## config.mk

```make
export PLATFORM = sky130hd
export DESIGN_NAME = prog_rom_arbiter
export DESIGN_NICKNAME = d
export VERILOG_FILES = /design/src/rtl/prog_rom_arbiter.sv
export SDC_FILE = /design/constraint.sdc
export NUM_CORES = 1
export LEC_CHECK = 0
export BUFFER_PORTS_ARGS = -buffer_cell sky130_fd_sc_hd__buf_2
export CAP_MARGIN = 5
export CORE_AREA = 2 2 79 81
export CTS_BUF_LIST = sky130_fd_sc_hd__clkbuf_4 sky130_fd_sc_hd__clkbuf_8
export CTS_CLUSTER_DIAMETER = 200
export DETAILED_ROUTE_END_ITERATION = 12
export DIE_AREA = 0 0 81 83
export PLACE_DENSITY_LB_ADDON = 0.15
export RECOVER_POWER = 100
export SLEW_MARGIN = 20
export SYNTH_ARGS = -nofsm -noshare
export SYNTH_HDL_FRONTEND = slang
export SYNTH_SLANG_ARGS = --single-unit
```

## constraint.sdc

```tcl
create_clock -name clk_i -period 2 [get_ports clk_i]
set_input_delay 0.3 -clock clk_i [delete_from_list [all_inputs] [get_ports clk_i]]
set_output_delay 0.3 -clock clk_i [all_outputs]
set_load 0.05 [all_outputs]
```

## src/rtl/prog_rom_arbiter.sv

```systemverilog
// Program ROM read-port arbiter: CPU fetch has priority, debug readback uses free slots.
// Optional fairness (forced DBG slot after FAIR_LIMIT denials) enabled by PROG_ARB_FAIR_EN.
//
// state     | meaning
// S_IDLE    | no debug read outstanding; a DBG grant may be issued
// S_DBG_CAP | ROM output holds the debug word; capture into dbg_data_q
module prog_rom_arbiter #(
  parameter int ADDR_W     = 10,
  parameter int DATA_W     = 18,
  parameter int FAIR_LIMIT = 8
) (
  input  logic              clk_i,
  input  logic              rst_n_i,
  input  logic              cpu_en_i,
  input  logic [ADDR_W-1:0] cpu_addr_i,
  output logic              cpu_stall_o,
  output logic [DATA_W-1:0] cpu_ir_o,
  output logic              cpu_ir_valid_o,
  input  logic              dbg_req_i,
  input  logic [ADDR_W-1:0] dbg_addr_i,
  output logic              dbg_ack_o,
  output logic [DATA_W-1:0] dbg_data_o,
  output logic              dbg_valid_o,
  output logic [ADDR_W-1:0] rom_addr_o,
  input  logic [DATA_W-1:0] rom_ir_i
);

  typedef enum logic [1:0] {OWN_NONE, OWN_CPU, OWN_DBG} owner_e;
  typedef enum logic {S_IDLE, S_DBG_CAP} state_e;

  if (FAIR_LIMIT < 1) begin : g_bad_limit
    $error("prog_rom_arbiter: FAIR_LIMIT must be at least 1");
  end

  owner_e            owner_q;
  state_e            state_q;
  logic [DATA_W-1:0] held_ir_q;
  logic [DATA_W-1:0] dbg_data_q;
  logic              dbg_valid_q;
  logic              force_dbg;
  logic              dbg_grant;

  // Gated by reset so no ACK leaks out while the block is held in reset.
  assign dbg_grant = rst_n_i && dbg_req_i && (state_q == S_IDLE) && (!cpu_en_i || force_dbg);

`ifdef PROG_ARB_FAIR_EN
  localparam int CNT_W = $clog2(FAIR_LIMIT + 2);
  logic [CNT_W-1:0] starve_q, starve_d;

  assign force_dbg   = (starve_q == CNT_W'(FAIR_LIMIT));
  assign cpu_stall_o = dbg_grant && cpu_en_i;

  always_comb begin
    starve_d = starve_q;
    if (!dbg_req_i || dbg_grant)
      starve_d = '0;
    else if (state_q == S_IDLE)
      starve_d = starve_q + CNT_W'(1);
  end

  always_ff @(posedge clk_i or negedge rst_n_i) begin
    if (!rst_n_i) starve_q <= '0;
    else          starve_q <= starve_d;
  end
`else
  assign force_dbg   = 1'b0;
  assign cpu_stall_o = 1'b0;
`endif

  always_ff @(posedge clk_i or negedge rst_n_i) begin
    if (!rst_n_i) begin
      owner_q     <= OWN_NONE;
      state_q     <= S_IDLE;
      held_ir_q   <= '0;
      dbg_data_q  <= '0;
      dbg_valid_q <= 1'b0;
    end else begin
      owner_q     <= dbg_grant ? OWN_DBG : OWN_CPU;
      dbg_valid_q <= 1'b0;
      if (owner_q == OWN_CPU)
        held_ir_q <= rom_ir_i;
      case (state_q)
        S_IDLE: begin
          if (dbg_grant)
            state_q <= S_DBG_CAP;
        end
        S_DBG_CAP: begin
          dbg_data_q  <= rom_ir_i;
          dbg_valid_q <= 1'b1;
          state_q     <= S_IDLE;
        end
        default: state_q <= S_IDLE;
      endcase
    end
  end

  assign rom_addr_o     = dbg_grant ? dbg_addr_i : cpu_addr_i;
  assign dbg_ack_o      = dbg_grant;
  assign cpu_ir_valid_o = (owner_q == OWN_CPU);
  assign cpu_ir_o       = (owner_q == OWN_CPU) ? rom_ir_i : held_ir_q;
  assign dbg_data_o     = dbg_data_q;
  assign dbg_valid_o    = dbg_valid_q;

endmodule
```

==> impl_metrics.toml <==
[floorplanning]
fp.dieArea_sq_um = 6723
start_util = 0.2920
ios = 92
die_h_um = 83
num_rows = 28
core_sq_um = 5816
dieWidth_um = 81

[layout]
syn2layout_area_growth_pct = 34.05
fin_cells = 269
multi_input_area_sq_um = 598.1
fin_nets = 236
final-seq-area_sq_um = 1001
drive_gt1_frac = 0.6186
final_cell_mix = "43 x buf_2, 40 x dfrtp_1, 27 x mux2_2"
diodes = 0
n_fill_cell = 627
final_common_cell = "buf_2"

[grt]
first_global_vias = 1214
grtUsageMet3 = 0.04130
grt_use_total = 0.1146
met2_usage = 0.1886
overflow = 0
antenna_found_initial = 0
use_met1 = 0.1398
grt_max_degree = 42
grt_pass1_wl_mm = 5.913
grt_busiest_layer = "met2"

[sta]
setup_tns_ps = 0
fmax_mhz = 519.3
finalCritPeriodShare = 0.9628
relSlewSlack = 0.2108
finalSetupViolCount = 0
drv_slew = 0
finClkSkew_ps = 4.053
hold_viol_final = 0
fin_crit_ps = 1926
rsz0062_at_grt = "no"
worst_slew_pin_slew_ps = 1184
fin_hold_ws_ps = 259.1

[clock_tree]
ctsHoldBuffers = 0
cts_tree = "yes"
numClockSinks = 40
cts.path.max_buffers = 2
numCtsBuffers = 5
cts_root_buffer = "clkbuf_8"
path_clk_slew_ps = 70
clk_latency_ps = 280
htreeDepth = 2

[critical_path]
critPathBufInv = 2
max_stage_delay_ps = 370
cp-start-kind = "flop"
cp.arrival_ps = 1630
cpLargestDelayFamily = "flip-flops"
cp-startpoint = "state_q"
crit_required_ps = 1700
cp_slowest_cell = "dfrtp_1"
cp_max_fo = 11
r2r-start = "state_q"
crit_chain = "and4bb_4, buf_12, mux2_4, buf_4"
path_class = "flop to primary output"
cp-end-kind = "primary output"

[logic_synthesis]
synth.distinct_cells = 11
syn-num-nets = 139
syn_inst = 97
ys_seq_area_frac = 0.5895
synth_area_sq_um = 1698
synth.avg_cell_area_sq_um = 17.50
yosysWarnings = 0
synth_seq_cells = 40

[routing]
dr_total_vias = 1157
drt_pass1_iterations = 2
wire_per_inst_um = 13.58
viasPerCell = 4.301
drt-total-wl_mm = 3.652
final_antenna_net_count = 0
drc_errors = 0
drtIter0Drc = 21

[worst_hold_path]
hold_start = "rom_ir_i[17]"
min_path_type = "primary input to flop"

[run_status]
status = "finished clean"

[place]
dp.cells = 260
hpwl_mm = 2.754
numPortBuffers = 90
place_congestion = 0.7068

[run]
drv_cap = 0

[pwr]
power.density_nw_per_um2 = 1010
p_leak_nw = 1.089
peakVddDrop_mv = 0.4214
p_total_mw = 2.298
-- layout make-up --
class,count,share of cell area
inverter,1,0.001649
timing repair buffer,96,0.2188
clock inverter,1,0.002199
multi-input combinational,50,0.2628
tap,75,0.04123
sequential,40,0.4398
clock buffer,6,0.03353
-- cell usage after synthesis --
| master | instances | share of area |
|---|---|---|
| and4bb_2 | 1 | 0.0074 |
| and4bb_4 | 1 | 0.0096 |
| buf_12 | 1 | 0.012 |
| buf_4 | 3 | 0.013 |
| buf_6 | 2 | 0.013 |
| conb_1 | 1 | 0.0022 |
| dfrtp_1 | 40 | 0.59 |
| inv_1 | 1 | 0.0022 |
| mux2_2 | 29 | 0.19 |
| mux2_4 | 17 | 0.15 |
| nor2b_4 | 1 | 0.0081 |
-- kinds of logic (layout without fill, tap and decap cells) --
group / Yosys count / in the layout / share of synthesized area
mux: 46 / 46 / 0.3427
simple gates: 3 / 3 / 0.02505
other cells: 1 / 1 / 0.002209
flops: 40 / 40 / 0.5895
buf+inv: 7 / 104 / 0.04053
-- report_power, final --
group          leakage, nW  internal (mW)  switching, mW
sequential           0.473          0.921         0.0475
combinational        0.571          0.217          0.608
clock               0.0445          0.251          0.254
-- flip-flops by register name, summed over array words and instances (netlist names) --
name	flops
dbg_data_o	18
dbg_valid_o	1
held_ir_q	18
owner_q	2
state_q	1
-- final timing paths --
| kind | slack [ps] | cells after the start | endpoint |
|---|---|---|---|
| max | 70 | 4 | rom_addr_o[3] |
| min in group asynchronous | 330 | 2 | dbg_data_o[5] |
| min | 260 | 2 | dbg_data_o[17] |
| min reg2reg | 490 | 1 | held_ir_q[0] |
| max in group asynchronous | 1060 | 2 | owner_q[0] |
| max reg2reg | 240 | 2 | dbg_data_o[14] |
-- timing repair --
action / in CTS / in global routing
gates resized for setup: 2 / 14
setup endpoints to repair: 1 / 9
pin swaps: 1 / 1
buffers inserted: 2 / 0
gates cloned: 0 / 0
-- stage by stage --
stage	setup slack, ps	util	area (sq um)
after floorplan	441.4	-	1698
after global placement	265.0	0.3795	2207
after detailed placement	240.5	0.3795	2207
after CTS	3.814	0.3991	2321
after global routing	3.496	0.3914	2276
final	74.36	0.3914	2276
-- layer usage --
layer	share of wire	wire, um
met5	0	0
met4	0.010	37
met3	0.067	245
met2	0.52	1894
met1	0.40	1474
No activity file was read; power rests on OpenSTA's default activity.
